<file path="src/rtl/mult_issue_queue_pkg.sv">
// ============================================================================
// Module   : mult_issue_queue_pkg
// Brief    : Shared widths, FSM state encoding and request record for the
//            multiplier issue queue.
// Revision : 1.0 - initial release
// ============================================================================
`default_nettype none

package mult_issue_queue_pkg;

    localparam int width_p = 32;
    localparam int TAG_W   = 4;

    typedef enum logic [1:0] {
        IDLE  = 2'd0,
        ISSUE = 2'd1,
        WAIT  = 2'd2,
        HOLD  = 2'd3
    } issue_state_e;

    typedef struct packed {
        logic [TAG_W-1:0]   tag;
        logic [width_p-1:0] multiplicand;
        logic [width_p-1:0] multiplier;
    } issue_req_t;

endpackage

`default_nettype wire

</file>
<file path="src/rtl/mult_issue_queue_if.sv">
// ============================================================================
// Module   : mult_issue_queue_if
// Brief    : Request, multiplier and response signal bundle for the issue
//            queue; slave is the queue, master is its environment.
// Revision : 1.0 - initial release
// ============================================================================
`default_nettype none

interface mult_issue_queue_if #(
    parameter int WIDTH = 32,
    parameter int DEPTH = 4,
    parameter int TAG_W = 4
);
    localparam int c_CNT_W = $clog2(DEPTH) + 1;

    logic                 req_valid_i;
    logic                 req_ready_o;
    logic [WIDTH-1:0]     req_multiplicand_i;
    logic [WIDTH-1:0]     req_multiplier_i;
    logic [TAG_W-1:0]     req_tag_i;
    logic                 mul_start_o;
    logic [WIDTH-1:0]     mul_multiplicand_o;
    logic [WIDTH-1:0]     mul_multiplier_o;
    logic                 mul_ready_i;
    logic                 mul_done_i;
    logic [2*WIDTH-1:0]   mul_product_i;
    logic                 rsp_valid_o;
    logic                 rsp_ready_i;
    logic [2*WIDTH-1:0]   rsp_product_o;
    logic [TAG_W-1:0]     rsp_tag_o;
    logic [c_CNT_W-1:0]   count_o;

    modport slave (
        input  req_valid_i, req_multiplicand_i, req_multiplier_i, req_tag_i,
        input  mul_ready_i, mul_done_i, mul_product_i, rsp_ready_i,
        output req_ready_o, mul_start_o, mul_multiplicand_o, mul_multiplier_o,
        output rsp_valid_o, rsp_product_o, rsp_tag_o, count_o
    );

    modport master (
        output req_valid_i, req_multiplicand_i, req_multiplier_i, req_tag_i,
        output mul_ready_i, mul_done_i, mul_product_i, rsp_ready_i,
        input  req_ready_o, mul_start_o, mul_multiplicand_o, mul_multiplier_o,
        input  rsp_valid_o, rsp_product_o, rsp_tag_o, count_o
    );

endinterface

`default_nettype wire

</file>
<file path="src/rtl/mult_issue_queue_fifo.sv">
// ============================================================================
// Module   : mult_issue_fifo
// Brief    : Generic DEPTH-entry synchronous FIFO exposing the head entry,
//            occupancy, full and empty.
// Revision : 1.0 - initial release
// ============================================================================
`default_nettype none

module mult_issue_fifo #(
    parameter int DATA_W = 8,
    parameter int DEPTH  = 4
) (
    input  wire logic                     clk,
    input  wire logic                     reset_n,
    input  wire logic                     i_push,
    input  wire logic [DATA_W-1:0]        i_data,
    input  wire logic                     i_pop,
    output logic      [DATA_W-1:0]        o_head,
    output logic                          o_full,
    output logic                          o_empty,
    output logic      [$clog2(DEPTH):0]   o_count
);
    localparam int c_PTR_W = $clog2(DEPTH);
    localparam int c_CNT_W = c_PTR_W + 1;

    logic [DATA_W-1:0]  r_mem [DEPTH];
    logic [c_PTR_W-1:0] r_wr_ptr;
    logic [c_PTR_W-1:0] r_rd_ptr;
    logic [c_CNT_W-1:0] r_count;
    logic               w_push;
    logic               w_pop;

    assign o_full  = (r_count == c_CNT_W'(DEPTH));
    assign o_empty = (r_count == '0);
    assign o_count = r_count;
    assign o_head  = r_mem[r_rd_ptr];
    assign w_push  = i_push && !o_full;
    assign w_pop   = i_pop && !o_empty;

    // Storage carries no reset; only the pointers define validity.
    always_ff @(posedge clk) begin
        if (w_push) begin
            r_mem[r_wr_ptr] <= i_data;
        end
    end

    always_ff @(posedge clk or negedge reset_n) begin
        if (!reset_n) begin
            r_wr_ptr <= '0;
            r_rd_ptr <= '0;
            r_count  <= '0;
        end else begin
            if (w_push) begin
                r_wr_ptr <= r_wr_ptr + 1'b1;
            end
            if (w_pop) begin
                r_rd_ptr <= r_rd_ptr + 1'b1;
            end
            case ({w_push, w_pop})
                2'b10:   r_count <= r_count + 1'b1;
                2'b01:   r_count <= r_count - 1'b1;
                default: r_count <= r_count;
            endcase
        end
    end

endmodule

`default_nettype wire

</file>
<file path="src/rtl/mult_issue_queue.sv">
// ============================================================================
// Module   : mult_issue_queue
// Brief    : Buffers tagged operand pairs and sequences them one at a time
//            through the shift-add multiplier, returning products in order.
//            Optional: MULT_ISSUE_ZERO_BYPASS_EN answers zero-operand requests
//            directly with product 0.
// Revision : 1.0 - initial release
// ============================================================================
`default_nettype none

module mult_issue_queue #(
    parameter int WIDTH = 32,
    parameter int DEPTH = 4,
    parameter int TAG_W = 4
) (
    input  wire logic        clk,
    input  wire logic        reset_n,
    mult_issue_queue_if.slave bus
);
    import mult_issue_queue_pkg::*;

    issue_state_e           r_state;
    issue_state_e           w_next_state;
    issue_req_t             w_in_req;
    issue_req_t             w_head;
    logic                   w_full;
    logic                   w_empty;
    logic                   w_pop;
    logic                   w_take_bypass;
    logic                   w_head_zero;
    logic [$clog2(DEPTH):0] w_count;
    logic [WIDTH-1:0]       r_mul_a;
    logic [WIDTH-1:0]       r_mul_b;
    logic [TAG_W-1:0]       r_tag;
    logic [2*WIDTH-1:0]     r_product;

    assign w_in_req = '{tag:          bus.req_tag_i,
                        multiplicand: bus.req_multiplicand_i,
                        multiplier:   bus.req_multiplier_i};

    mult_issue_fifo #(
        .DATA_W ($bits(issue_req_t)),
        .DEPTH  (DEPTH)
    ) u_fifo (
        .clk     (clk),
        .reset_n (reset_n),
        .i_push  (bus.req_valid_i),
        .i_data  (w_in_req),
        .i_pop   (w_pop),
        .o_head  (w_head),
        .o_full  (w_full),
        .o_empty (w_empty),
        .o_count (w_count)
    );

`ifdef MULT_ISSUE_ZERO_BYPASS_EN
    assign w_head_zero = (w_head.multiplicand == '0) || (w_head.multiplier == '0);
`else
    assign w_head_zero = 1'b0;
`endif

    assign bus.req_ready_o        = !w_full;
    assign bus.count_o            = w_count;
    assign bus.mul_start_o        = (r_state == ISSUE);
    assign bus.mul_multiplicand_o = r_mul_a;
    assign bus.mul_multiplier_o   = r_mul_b;
    assign bus.rsp_valid_o        = (r_state == HOLD);
    assign bus.rsp_product_o      = r_product;
    assign bus.rsp_tag_o          = r_tag;

    always_comb begin
        w_next_state  = r_state;
        w_pop         = 1'b0;
        w_take_bypass = 1'b0;
        case (r_state)
            IDLE: begin
                // A zero-operand head skips the multiplier, so it does not wait for mul_ready_i.
                if (!w_empty && w_head_zero) begin
                    w_pop         = 1'b1;
                    w_take_bypass = 1'b1;
                    w_next_state  = HOLD;
                end else if (!w_empty && bus.mul_ready_i) begin
                    w_pop        = 1'b1;
                    w_next_state = ISSUE;
                end
            end
            ISSUE:   w_next_state = WAIT;
            WAIT:    if (bus.mul_done_i)  w_next_state = HOLD;
            HOLD:    if (bus.rsp_ready_i) w_next_state = IDLE;
            default: w_next_state = IDLE;
        endcase
    end

    always_ff @(posedge clk or negedge reset_n) begin
        if (!reset_n) begin
            r_state <= IDLE;
        end else begin
            r_state <= w_next_state;
        end
    end

    always_ff @(posedge clk or negedge reset_n) begin
        if (!reset_n) begin
            r_mul_a   <= '0;
            r_mul_b   <= '0;
            r_tag     <= '0;
            r_product <= '0;
        end else begin
            if (w_pop) begin
                r_mul_a <= w_head.multiplicand;
                r_mul_b <= w_head.multiplier;
                r_tag   <= w_head.tag;
            end
            if (w_take_bypass) begin
                r_product <= '0;
            end else if (r_state == WAIT && bus.mul_done_i) begin
                r_product <= bus.mul_product_i;
            end
        end
    end

endmodule

`default_nettype wire

</file>
<file path="src/flat_wrapper.sv">
// flat-port wrapper written by rule: the top's interface ports become plain ports
module mult_issue_queue_flat import mult_issue_queue_pkg::*;
#(
    parameter int WIDTH = 32,
    parameter int DEPTH = 4,
    parameter int TAG_W = 4
)
  (clk, reset_n, bus_req_valid_i, bus_req_multiplicand_i, bus_req_multiplier_i, bus_req_tag_i, bus_mul_ready_i, bus_mul_done_i, bus_mul_product_i, bus_rsp_ready_i, bus_req_ready_o, bus_mul_start_o, bus_mul_multiplicand_o, bus_mul_multiplier_o, bus_rsp_valid_o, bus_rsp_product_o, bus_rsp_tag_o, bus_count_o);
  mult_issue_queue_if #(.WIDTH(WIDTH), .DEPTH(DEPTH), .TAG_W(TAG_W)) bus_i ();
  input  wire logic clk;
  input  wire logic reset_n;
  input wire logic [$bits(bus_i.req_valid_i)-1:0] bus_req_valid_i;
  input wire logic [$bits(bus_i.req_multiplicand_i)-1:0] bus_req_multiplicand_i;
  input wire logic [$bits(bus_i.req_multiplier_i)-1:0] bus_req_multiplier_i;
  input wire logic [$bits(bus_i.req_tag_i)-1:0] bus_req_tag_i;
  input wire logic [$bits(bus_i.mul_ready_i)-1:0] bus_mul_ready_i;
  input wire logic [$bits(bus_i.mul_done_i)-1:0] bus_mul_done_i;
  input wire logic [$bits(bus_i.mul_product_i)-1:0] bus_mul_product_i;
  input wire logic [$bits(bus_i.rsp_ready_i)-1:0] bus_rsp_ready_i;
  output wire logic [$bits(bus_i.req_ready_o)-1:0] bus_req_ready_o;
  output wire logic [$bits(bus_i.mul_start_o)-1:0] bus_mul_start_o;
  output wire logic [$bits(bus_i.mul_multiplicand_o)-1:0] bus_mul_multiplicand_o;
  output wire logic [$bits(bus_i.mul_multiplier_o)-1:0] bus_mul_multiplier_o;
  output wire logic [$bits(bus_i.rsp_valid_o)-1:0] bus_rsp_valid_o;
  output wire logic [$bits(bus_i.rsp_product_o)-1:0] bus_rsp_product_o;
  output wire logic [$bits(bus_i.rsp_tag_o)-1:0] bus_rsp_tag_o;
  output wire logic [$bits(bus_i.count_o)-1:0] bus_count_o;
  assign bus_i.req_valid_i = bus_req_valid_i;
  assign bus_i.req_multiplicand_i = bus_req_multiplicand_i;
  assign bus_i.req_multiplier_i = bus_req_multiplier_i;
  assign bus_i.req_tag_i = bus_req_tag_i;
  assign bus_i.mul_ready_i = bus_mul_ready_i;
  assign bus_i.mul_done_i = bus_mul_done_i;
  assign bus_i.mul_product_i = bus_mul_product_i;
  assign bus_i.rsp_ready_i = bus_rsp_ready_i;
  assign bus_req_ready_o = bus_i.req_ready_o;
  assign bus_mul_start_o = bus_i.mul_start_o;
  assign bus_mul_multiplicand_o = bus_i.mul_multiplicand_o;
  assign bus_mul_multiplier_o = bus_i.mul_multiplier_o;
  assign bus_rsp_valid_o = bus_i.rsp_valid_o;
  assign bus_rsp_product_o = bus_i.rsp_product_o;
  assign bus_rsp_tag_o = bus_i.rsp_tag_o;
  assign bus_count_o = bus_i.count_o;
  mult_issue_queue #(.WIDTH(WIDTH), .DEPTH(DEPTH), .TAG_W(TAG_W)) u_core (.clk(clk), .reset_n(reset_n), .bus(bus_i));
endmodule
</file>
<file path="config.mk">
export PLATFORM = sky130hd
export DESIGN_NAME = mult_issue_queue_flat
export DESIGN_NICKNAME = d
export VERILOG_FILES = /design/src/rtl/mult_issue_queue_pkg.sv /design/src/rtl/mult_issue_queue_if.sv /design/src/rtl/mult_issue_queue_fifo.sv /design/src/rtl/mult_issue_queue.sv /design/src/flat_wrapper.sv
export SDC_FILE = /design/constraint.sdc
export NUM_CORES = 1
export LEC_CHECK = 0
export ABC_AREA = 1
export CORE_MARGIN = 2
export CORE_UTILIZATION = 25
export CTS_CLUSTER_SIZE = 25
export DETAILED_ROUTE_END_ITERATION = 8
export DONT_BUFFER_PORTS = 1
export GPL_TIMING_DRIVEN = 0
export SLEW_MARGIN = 20
export SYNTH_ARGS = -nofsm -noshare
export SYNTH_HDL_FRONTEND = slang
export SYNTH_SLANG_ARGS = --single-unit
</file>
<file path="constraint.sdc">
create_clock -name clk -period 7.2 [get_ports clk]
set_clock_uncertainty 0.05 [all_clocks]
set_input_delay 0.72 -clock clk [delete_from_list [all_inputs] [get_ports clk]]
set_output_delay 0.72 -clock clk [all_outputs]
set_load 0.05 [all_outputs]
</file>
* Word level (Yosys, flattened, before mapping)
Memory sizes are Yosys's and may differ from the RTL's. A register that Yosys moved wholly into a read port is not among the register bits.
Cells that the tools add are included.
** Word-level totals
- Memories kept :: 1
- Word-level logic and storage cells :: 39
- Register bits :: 73
- Memory bits (writable) :: 272
- Output and inout bits :: 138
- Input port bits :: 138
** Cells by class
- Equality and inequality tests :: 9
- $add $sub $neg :: 4
- Reductions and logical operators :: 11
- Mux-type cells :: 9
** Memories
- u_core.u_fifo.r_mem :: depth 4, width 68, read ports 1, clocked after Yosys merged registers in 1, wr ports 1, line mult_issue_queue_fifo.sv:26 : logic [DATA_W-1:0] r_mem [DEPTH];
** Operators by type and width (count)
- $pmux 2 s4 :: 1
- $eq 2x2->1 const B :: 3
- $mux 2 :: 3
- $pmux 3 s2 :: 1
- $add 2x1->2 const B :: 2
- $eq 2x1->1 const B :: 2
- $logic_and 1x1->1 :: 4
- $mux 1 :: 4
- $ne 2x2->1 const B :: 2
- $add 3x1->3 const B :: 1
- $eq 3x3->1 const B :: 1
- $logic_not 1->1 :: 3
- $logic_not 3->1 :: 1
- $reduce_and 3->1 :: 1
- $sub 3x1->3 const B :: 1
- $logic_not 2->1 :: 1
- $ne 2x1->1 const B :: 1
- $reduce_bool 2->1 :: 1

* Logic depth before layout (Yosys ltp)
Gate-level depths: netlist of the first run.
- Depth in word-level cells :: 8
- Depth in mapped cells :: 12
- Depth with buffers taken out :: 11

* Hierarchy
Synthesis of the first run repeated with hierarchy kept, for this count alone.
** Second synthesis, totals
- Cells, all modules :: 1446
- Area, all modules :: 16570.9 um2
** Modules (own cells, without submodules)
- mult_issue_fifo :: cells each 855, sequential area each 8343.0 um2, area an instance 11329.6 um2, instances 1
- mult_issue_queue :: cells each 591, sequential area each 3353.2 um2, area an instance 5241.3 um2, instances 1

* Least setup slack after synthesis of the first run
Ideal clock, no wire load.
- Path kind :: reg2reg
- Start :: register u_core.u_fifo.r_count[1], in the netlist u_core.u_fifo.o_count[1]
- End :: memory u_core.u_fifo.r_mem[0][0] in the netlist's numbering (enable)
- Slack :: 2307 ps
- Setup time :: 495 ps
- Buffers on the path :: 0
- Stages on the path, launching flop included :: 5
- Arrival :: 4348 ps
- Required time :: 6655 ps
- Period minus slack after synthesis :: 4893 ps
- Cells stage by stage :: dfrtp_1 nor2_1 nand2_1 nand2_1 nor2_1
** On the way
- Longest elaborated chain between the ends :: 5
** RTL lines
- start, declared :: line mult_issue_queue_fifo.sv:29 : logic [c_CNT_W-1:0] r_count;
- start signal, assigned :: line mult_issue_queue_fifo.sv:60 : 2'b10: r_count <= r_count + 1'b1;
- start signal, assigned :: line mult_issue_queue_fifo.sv:61 : 2'b01: r_count <= r_count - 1'b1;
- start signal, assigned :: line mult_issue_queue_fifo.sv:62 : default: r_count <= r_count;
- $eq 3x3->1 :: line mult_issue_queue_fifo.sv:33 : assign o_full = (r_count == c_CNT_W'(DEPTH));
- $logic_not 1->1
- via bus_req_ready_o :: line flat_wrapper.sv:20 : output wire logic [$bits(bus_i.req_ready_o)-1:0] bus_req_ready_o;
- $logic_and 1x1->1 :: line mult_issue_queue_fifo.sv:37 : assign w_push = i_push && !o_full;
- $mux 1 :: line mult_issue_queue_fifo.sv:42 : if (w_push) begin
- $mux 1 (not written as such) :: line mult_issue_queue_fifo.sv:43 : r_mem[r_wr_ptr] <= i_data;
- end, declared :: line mult_issue_queue_fifo.sv:26
The timed path passes the listed nets, and every way through them passes these cells.

* Worst setup path in the final report of the first run
- Start :: register u_core.u_fifo.r_count[0], in the netlist u_core.u_fifo.o_count[0]
- End :: memory u_core.u_fifo.r_mem[3][11] in the netlist's numbering (enable)
The elaborated chain is that of the path after synthesis.

==> impl_metrics.ini, run 1 <==
[die]
number_of_placed_i_o_pins = 276
chipWidth_um = 260
design.die.area_mm2 = 0.0676
placeableCoreArea_mm2 = 0.0646
fp.dieH_um = 260
initial_utilization_pct = 25.4
rows = 93

[clocking]
h-tree-depth = 2
clkLatencyLatePin_ns = 0.58
clockRootBuffer = sky130_fd_sc_hd__clkbuf_16
cts-buffers-inserted = 45
ctsLongestPathBuffers = 3
worst_setup_hold_path_clk_slew_ns = 0.06
cts.sinks = 413
cts_tree = yes

[power_and_ir_drop]
finalPower_w = 0.00983
p_per_area_mw_per_mm2 = 508
leakagePower_nw = 7.81
irDropWorstVdd_mv = 0.290

[route]
wire_per_inst_um = 18.4
vias = 9727
viasPerCell = 4.22
drc = 0
detail_route.wirelength_um = 42400
ant_nets = 0
detail_route.first_pass.iterations = 7
starting_drt_drc_count = 535

[global_route]
grt_first_pass_wirelength_um = 63000
globalRouteOverflowTotal = 0
grt_use_total_pct = 12.5
grt_antenna_before_repair = 1
grt_max_degree = 142
grt_pass1_vias = 10080

[synth]
syn_area_mm2 = 0.0164
post-synth-top-area-cell = sky130_fd_sc_hd__edfxtp_1
netlist_instances = 1355
synthDistinctLibCells = 26
yosys_warnings = 0
syn_nets = 1504
synth_area_leaders = sky130_fd_sc_hd__edfxtp_1 (50%), sky130_fd_sc_hd__dfrtp_1 (22%), sky130_fd_sc_hd__nand2_1 (9.7%), sky130_fd_sc_hd__mux2_2 (4.4%), sky130_fd_sc_hd__nor2_1 (3.3%)
synth_seq_area_share_pct = 71.4
synth_top_flop_cell = sky130_fd_sc_hd__edfxtp_1
synthesis.area_per_instance_um2 = 12.1
synth_edf_count = 272
async_flop_share_pct = 34.1
yosys-top-cells-count = sky130_fd_sc_hd__nand2_1 (423), sky130_fd_sc_hd__edfxtp_1 (272), sky130_fd_sc_hd__nor2_1 (144), sky130_fd_sc_hd__dfrtp_1 (141), sky130_fd_sc_hd__inv_1 (83)
synthDominantCellAreaShare_pct = 49.9
synth_seq_cells = 413
yosys.cell_count.top_type = sky130_fd_sc_hd__nand2_1

[layout]
n_fill_cell = 6507
nets = 1564
diodes = 0
drive_gt1_share_pct = 14.4
final_core_utilization_pct = 30.0
area_growth_pct = 18.1

[sta]
grt_setup_unrepaired = false
tns_ns = 0
max_freq_ghz = 0.303
finalHoldViolCount = 0
worst_hold_check_slack_ns = 0.123
fin_ws_ns = 3.90
timing_max_transition_violations_final = 0
min_period_ns = 3.30
relSlewSlack_pct = 47.7
crit_share_post_route_pct = 45.8
timing_worst_slew_pin_value_ns = 0.784
setup_viol_count_final = 0

[setup_path]
regToRegSetupSlack_ns = 3.90
end_kind = flop
r2r-start = u_core.u_fifo.o_count[0]$_DFFE_PN0P_
crit_path_required_time_ns = 7.42
setup.worst_path.class = reg2reg
arrival_ns = 3.51
regToRegEndpoint = u_core.u_fifo.r_mem[3][11]$_DFFE_PP_
timing.critical_path.slowest_stage_cell = sky130_fd_sc_hd__dfrtp_1
worst-r2r-cell-count = 6
biggest_cell_delay_along_the_critical_path_ns = 0.73
largest_fanout_on_the_critical_path = 20
path_cells = nor2_1 -> nand2_1 -> nand2_1 -> nor2_4 -> buf_12 -> buf_12
timing.critical_path.from_type = flop

[job]
max_cap_violations = 0

[place]
place_ws_ns = 3.83
routabilityCongestion = 0.729
dp_hpwl_um = 28900
port_buffers = 0

[hold_path]
hold_path_class = in2async

[outcome]
run_status = completed
area by class of cell:
type	count	area, µm²	area share, %
Tap cell	855	1070	5.53
Sequential cell	413	11700	60.5
Multi-Input combinational cell	792	4060	21.0
Clock buffer	60	1200	6.22
Inverter	85	319	1.65
Buffer	65	332	1.71
Timing Repair Buffer	13	283	1.46
Clock inverter	23	378	1.95
critical path, delay by kind of cell, from the launching register on:
family,cells,cell delay [ns]
simple gates,4,1.70
flops,1,0.73
buf+inv,2,0.48
where the power goes:
group	total (W)	internal, W	leakage, nW	switching [W]
combinational	0.00246	0.000883	2.85	0.00158
sequential	0.00492	0.00323	4.20	0.00168
clock	0.00245	0.00150	0.763	0.000945
total	0.00983	0.00562	7.81	0.00421
state kept, by name, indices dropped and copies added (netlist names):
| name | cells |
|---|---|
| u_core.u_fifo.r_rd_ptr | 2 |
| u_core.bus.rsp_tag_o | 4 |
| u_core.u_fifo.r_wr_ptr | 2 |
| u_core.r_state | 2 |
| u_core.u_fifo.o_count | 3 |
| u_core.bus.rsp_product_o | 64 |
| u_core.bus.mul_multiplier_o | 32 |
| u_core.u_fifo.r_mem | 272 |
| u_core.bus.mul_multiplicand_o | 32 |
worst max-delay path by stage:
stage,from,endpoint,slack [ns],cells after the start
2_1_floorplan,u_core.u_fifo.o_count[1]$_DFFE_PN0P_,u_core.u_fifo.r_mem[0][0]$_DFFE_PP_,2.31,4
3_3_place_gp,u_core.u_fifo.o_count[0]$_DFFE_PN0P_,u_core.u_fifo.r_mem[3][42]$_DFFE_PP_,-1.06,4
3_5_place_dp,u_core.u_fifo.o_count[0]$_DFFE_PN0P_,u_core.u_fifo.r_mem[3][40]$_DFFE_PP_,3.83,6
4_1_cts,u_core.u_fifo.o_count[0]$_DFFE_PN0P_,u_core.u_fifo.r_mem[3][64]$_DFFE_PP_,3.80,6
5_1_grt,u_core.u_fifo.o_count[0]$_DFFE_PN0P_,u_core.u_fifo.r_mem[3][64]$_DFFE_PP_,3.67,6
6_report,u_core.u_fifo.o_count[0]$_DFFE_PN0P_,u_core.u_fifo.r_mem[3][11]$_DFFE_PP_,3.90,6
metrics by stage:
step | instances | instance area (µm²)
after global placement | 2210 | 17500
after global routing | 2306 | 19300
after detailed placement | 2222 | 17700
after CTS | 2306 | 19300
after floorplan | 1355 | 16400
final | 2306 | 19300
cell usage in the layout, fill, tap and decap left out, drive strengths merged, types with 3 or more instances in the layout:
cell and instances:
xor2 3, clkinv 11, bufinv 9, o211ai 68, nand3 3, nor2 144
ha 10, clkbuf 78, or2 69, dfrtp 141, o21ai 3, mux2 64
edfxtp 272, nand2 424, inv 86, buf 60
cells by family (layout without fill, tap and decap cells):
kind of cell	Yosys count	count (layout)	synth area share, %
simple gates	640	640	15.8
flops	413	413	71.4
buf+inv	150	246	3.97
compound gates	72	72	3.24
mux	64	64	4.40
fa+ha+maj	11	11	0.886
xor+xnor	5	5	0.267
per-layer routing:
metal,part of all wire [%],track usage [%],up-vias
li1,-,-,4600
met5,0,0,-
met3,8.1,4.04,68
met1,40,14.8,4782
met2,48,21.2,277
met4,3.0,4.36,0
timing repair:
item / 4_1_cts / 5_1_grt
buffers inserted: 0 / 0
gates resized for setup: 0 / 0
hold endpoints to repair: 141 / 0
hold buffers: 1 / 0
(Power assumes the default switching activity.)
==> run 2: changes to the inputs <==
- clock period: 7.2 -> 3.13 ns (I/O delays scaled with it)
==> impl_metrics.ini, run 2 (synthesized netlist as in run 1, its figures left out) <==
[global_route]
grt_pass1_vias = 10825
grt_use_total_pct = 12.9
grt_first_pass_wirelength_um = 65900
grt_max_degree = 142
globalRouteOverflowTotal = 0
grt_antenna_before_repair = 10

[power_and_ir_drop]
irDropWorstVdd_mv = 0.543
netSwitchingPower_w = 0.00976
seq_power_share_pct = 49.2
cellInternalPower_w = 0.0132
comb_power_share_pct = 25.8
p_clk_share_pct = 25.0
p_per_area_mw_per_mm2 = 1100
switching_share_pct = 42.5
leakagePower_nw = 8.45
finalPower_w = 0.0230

[clocking]
worst_setup_hold_path_clk_slew_ns = 0.06
cts_tree = yes
ctsLongestPathBuffers = 3
cts.sinks = 413
clkLatencyLatePin_ns = 0.58
cts.hold.buffers_added = 135
h-tree-depth = 2
cts-buffers-inserted = 46
clockRootBuffer = sky130_fd_sc_hd__clkbuf_16

[route]
starting_drt_drc_count = 551
drc = 0
viasPerCell = 4.20
detail_route.wirelength_um = 44300
detail_route.first_pass.iterations = 6
vias = 10318
wire_per_inst_um = 18.1
ant_nets = 0

[layout]
area_growth_pct = 27.1
largest_register_ff_count = 272
max_flop_register = u_core.u_fifo.r_mem
nets = 1710
area.sequential_mm2 = 0.0117
layout.cell_area.non_filler_mm2 = 0.0208
area_used_by_multi_input_combinational_logic_mm2 = 0.00406
final_cell_mix = sky130_fd_sc_hd__nand2_1 (423), sky130_fd_sc_hd__edfxtp_1 (272), sky130_fd_sc_hd__nor2_1 (140), sky130_fd_sc_hd__dfrtp_1 (138), sky130_fd_sc_hd__dlygate4sd3_1 (135)
drive_gt1_share_pct = 14.0
layout.cells.most_common = sky130_fd_sc_hd__nand2_1
n_fill_cell = 6356

[die]
fp.dieH_um = 260
number_of_placed_i_o_pins = 276
rows = 93
chipWidth_um = 260
placeableCoreArea_mm2 = 0.0646
design.die.area_mm2 = 0.0676
initial_utilization_pct = 25.4

[place]
placement.cell_area_mm2 = 0.0177
routabilityCongestion = 0.743
port_buffers = 0
place_ws_ns = -0.314
dp_hpwl_um = 29200

[sta]
relSlewSlack_pct = 50.2
max_freq_ghz = 0.343
worst_hold_check_slack_ns = -0.614
grt_setup_unrepaired = false
timing_max_transition_violations_final = 0
min_period_ns = 2.92
finalHoldViolCount = 141
crit_share_post_route_pct = 93.2
setup_viol_count_final = 0
timing_worst_slew_pin_value_ns = 0.747
fin_ws_ns = 0.213

[setup_path]
timing.critical_path.slowest_stage_cell = sky130_fd_sc_hd__nand2_1
setup.worst_path.class = reg2reg
arrival_ns = 3.36
largest_fanout_on_the_critical_path = 8
worst-r2r-cell-count = 10
r2r-start = u_core.u_fifo.o_count[0]$_DFFE_PN0P_
timing.critical_path.from_type = flop
regToRegSetupSlack_ns = 0.21
critPathTopFamily = simple AND/OR/NAND/NOR gates
end_kind = flop
crit_path_required_time_ns = 3.57
timing.critical_path.buf_inv = 1
regToRegEndpoint = u_core.u_fifo.o_count[2]$_DFFE_PN0P_
path_cells = nor2_1 -> nand2_1 -> nand2_1 -> ha_1 -> inv_1 -> fa_1 -> nor2_1 -> nor2_1 -> nand2_1 -> xor2_1
biggest_cell_delay_along_the_critical_path_ns = 0.59

[outcome]
violations = hold timing
run_status = finished with violations

[hold_path]
hold_path_class = in2async

[job]
max_cap_violations = 0
## run 2: cell count changes in the layout (fill, tap and decap cells not counted)
cell / change
sky130_fd_sc_hd__buf_12: +2
sky130_fd_sc_hd__dlygate4sd3_1: +135
sky130_fd_sc_hd__clkinv_4: -2
sky130_fd_sc_hd__diode_2: +2
sky130_fd_sc_hd__dfrtp_2: +3
sky130_fd_sc_hd__buf_4: +9
sky130_fd_sc_hd__inv_4: +1
sky130_fd_sc_hd__buf_16: -1
sky130_fd_sc_hd__clkinvlp_4: -1
sky130_fd_sc_hd__dfrtp_1: -3
sky130_fd_sc_hd__clkinv_8: -1
sky130_fd_sc_hd__clkbuf_16: +1
sky130_fd_sc_hd__inv_6: +2
sky130_fd_sc_hd__clkbuf_8: +2
## run 2: through the flow
step                utilization, %  instances  setup TNS [ns]
floorplan                        -       1355         -181.93
global placement              27.0       2210         -736.55
detailed placement            27.5       2222          -22.20
CTS                           32.2       2453               0
global route                  32.2       2455               0
finish                        32.2       2455               0
## run 2: cell type report
cell class	count	share of cell area, %
Sequential cell	413	56.2
Multi-Input combinational cell	792	19.5
Timing Repair Buffer	158	8.23
Clock buffer	63	6.03
Tap cell	855	5.14
Clock inverter	22	1.73
Buffer	65	1.59
Inverter	85	1.53
Antenna cell	2	0.0240
## run 2: worst max path at each step
| stage | to | from | slack [ns] | depth (start not counted) |
|---|---|---|---|---|
| global placement | u_core.u_fifo.r_mem[3][33]$_DFFE_PP_ | u_core.u_fifo.o_count[0]$_DFFE_PN0P_ | -2.78 | 4 |
| detailed placement | u_core.u_fifo.r_mem[2][37]$_DFFE_PP_ | u_core.u_fifo.o_count[0]$_DFFE_PN0P_ | -0.31 | 6 |
| floorplan | u_core.u_fifo.r_mem[0][0]$_DFFE_PP_ | u_core.u_fifo.o_count[1]$_DFFE_PN0P_ | -0.67 | 4 |
| global route | u_core.u_fifo.o_count[2]$_DFFE_PN0P_ | u_core.u_fifo.o_count[0]$_DFFE_PN0P_ | 0.05 | 10 |
| finish | u_core.u_fifo.o_count[2]$_DFFE_PN0P_ | u_core.u_fifo.o_count[0]$_DFFE_PN0P_ | 0.21 | 10 |
| CTS | u_core.u_fifo.o_count[2]$_DFFE_PN0P_ | u_core.u_fifo.o_count[1]$_DFFE_PN0P_ | 0.008 | 12 |
## run 2: timing repair
action                                  in CTS  in global routing
resized for setup                            1                  2
endpoints found under the hold margin      479                141
pin swaps                                    4                  0
endpoints found under the setup margin     133                  2
buffers inserted                            11                  0
## run 2: power by group through the flow
stage	clock (W)	combinational, W	sequential, W
floorplan	0	0.00389	0.0111
global placement	0	0.00540	0.0115
detailed placement	0	0.00577	0.0114
CTS	0.00591	0.00609	0.0113
global route	0.00612	0.00673	0.0115
finish	0.00575	0.00593	0.0113
## run 2: layer usage
layer / routed length [µm] / part of all wire, % / vias to the layer above / global-route usage, %
li1: - / - / 4895 / -
met1: 18000 / 41 / 5046 / 15.1
met2: 22100 / 50 / 285 / 22.9
met3: 2930 / 6.6 / 80 / 3.39
met4: 1270 / 2.9 / 12 / 4.33
met5: 72 / 0.16 / - / 0
==> run 3: changes to the inputs <==
- SETUP_SLACK_MARGIN: unset -> 0.4
==> impl_metrics.ini, run 3 (synthesized netlist as in run 1, its figures left out) <==
[die]
placeableCoreArea_mm2 = 0.0646
initial_utilization_pct = 25.4
chipWidth_um = 260
design.die.area_mm2 = 0.0676
number_of_placed_i_o_pins = 276
rows = 93
fp.dieH_um = 260

[sta]
grt_setup_unrepaired = false
min_period_ns = 2.63
crit_share_post_route_pct = 84.0
timing_max_transition_violations_final = 0
setup_viol_count_final = 0
relSlewSlack_pct = 55.2
max_freq_ghz = 0.380
worst_hold_check_slack_ns = -0.614
tns_ns = 0
timing_worst_slew_pin_value_ns = 0.671
finalHoldViolCount = 141

[setup_path]
largest_fanout_on_the_critical_path = 21
arrival_ns = 2.85
regToRegSetupSlack_ns = 0.50
timing.critical_path.from_type = flop
setup.worst_path.class = reg2reg
crit_path_required_time_ns = 3.35
end_kind = flop

[clocking]
clkLatencyLatePin_ns = 0.58
ctsLongestPathBuffers = 3
worst_setup_hold_path_clk_slew_ns = 0.06
clockRootBuffer = sky130_fd_sc_hd__clkbuf_16
h-tree-depth = 2
cts.sinks = 413
cts_tree = yes
cts.hold.buffers_added = 135
cts-buffers-inserted = 47

[job]
max_cap_violations = 0

[outcome]
violations = hold timing
run_status = finished with violations

[route]
viasPerCell = 4.17
wire_per_inst_um = 17.8
detail_route.wirelength_um = 43800
drc = 0
ant_nets = 0
starting_drt_drc_count = 601
detail_route.first_pass.iterations = 4
vias = 10246

[layout]
final_cell_mix = sky130_fd_sc_hd__nand2_1 (421), sky130_fd_sc_hd__edfxtp_1 (272), sky130_fd_sc_hd__nor2_1 (140), sky130_fd_sc_hd__dfrtp_1 (138), sky130_fd_sc_hd__dlygate4sd3_1 (135)
layout.cells.most_common = sky130_fd_sc_hd__nand2_1
diodes = 0
n_fill_cell = 6360
drive_gt1_share_pct = 14.0
max_flop_register = u_core.u_fifo.r_mem
nets = 1711
final_cell_count_no_fill = 2456
area_growth_pct = 26.6
largest_register_ff_count = 272

[global_route]
grt_max_degree = 142
grt_use_total_pct = 12.8
grt_antenna_before_repair = 7
grt_pass1_vias = 10934
grt_first_pass_wirelength_um = 65100
globalRouteOverflowTotal = 0

[power_and_ir_drop]
switching_share_pct = 43.2
irDropWorstVdd_mv = 0.617
comb_power_share_pct = 26.2
netSwitchingPower_w = 0.00981
cellInternalPower_w = 0.0129
leakagePower_nw = 8.42
p_per_area_mw_per_mm2 = 1090
seq_power_share_pct = 49.7
p_clk_share_pct = 24.1

[hold_path]
hold_path_class = in2async

[place]
dp.cells = 2222
port_buffers = 0
routabilityCongestion = 0.740
dp_hpwl_um = 29500
run 3: what timing repair did:
item	CTS	global route
resized for setup	3	0
endpoints found under the hold margin	479	141
setup buffers	8	3
pin swaps	3	1
endpoints found under the setup margin	34	20
run 3: final timing paths:
| path | startpoint | cells past startpoint | endpoint |
|---|---|---|---|
| worst max-delay path | u_core.u_fifo.o_count[0]$_DFFE_PN0P_ | 6 | u_core.u_fifo.r_mem[0][61]$_DFFE_PP_ |
| min in group clk | bus_req_valid_i | 2 | u_core.u_fifo.r_wr_ptr[1]$_DFFE_PN0P_ |
| worst min-delay path | reset_n | 0 | u_core.bus.rsp_product_o[57]$_DFFE_PN0P_ |
| max in group asynchronous | reset_n | 0 | u_core.bus.mul_multiplicand_o[14]$_DFFE_PN0N_ |
| worst max register to register | u_core.u_fifo.o_count[0]$_DFFE_PN0P_ | 6 | u_core.u_fifo.r_mem[0][61]$_DFFE_PP_ |
| worst min register to register | u_core.r_state[1]$_DFFE_PN0P_ | 2 | u_core.r_state[1]$_DFFE_PN0P_ |
run 3: layer usage:
metal | part of all wire [%] | vias up | track usage, %
met1 | 41 | 4976 | 15.0
li1 | - | 4905 | -
met5 | 0.21 | - | 0
met3 | 6.6 | 84 | 3.58
met4 | 2.4 | 14 | 4.01
met2 | 49 | 267 | 22.5
run 3: critical path: stages, from the launching register on:
cell                      delay, ns
sky130_fd_sc_hd__dfrtp_2       0.56
sky130_fd_sc_hd__nor2_1        0.12
sky130_fd_sc_hd__nand2_2       0.28
sky130_fd_sc_hd__nand2_2       0.26
sky130_fd_sc_hd__nor2_4        0.57
sky130_fd_sc_hd__buf_16        0.24
sky130_fd_sc_hd__buf_12        0.20
run 3: power by group through the flow:
stage	sequential, W	clock [W]	combinational [W]
floorplan	0.0111	0	0.00391
CTS	0.0113	0.00566	0.00611
detailed placement	0.0114	0	0.00582
global route	0.0115	0.00586	0.00676
global placement	0.0114	0	0.00548
finish	0.0113	0.00547	0.00595
run 3: final cells by class:
cell class	instances	area (µm²)	share of cell area [%]
Timing Repair Buffer	158	1700	8.18
Sequential cell	413	11700	56.4
Inverter	85	322	1.55
Tap cell	855	1070	5.16
Clock inverter	17	164	0.790
Buffer	65	334	1.61
Multi-Input combinational cell	792	4070	19.6
Clock buffer	71	1390	6.71
run 3: through the flow:
step | hold slack (ns) | total power, W | setup slack [ns] | util (%) | instance area [µm²]
final | -0.614 | 0.0227 | 0.501 | 32.1 | 20700
after global routing | -0.664 | 0.0241 | 0.421 | 32.1 | 20700
after CTS | -0.671 | 0.0231 | 0.424 | 32.1 | 20700
after detailed placement | -0.0290 | 0.0172 | -0.102 | 27.5 | 17800
after global placement | -0.0278 | 0.0169 | -0.748 | 27.1 | 17500
after floorplan | -0.0326 | 0.0150 | 0.449 | - | 16400
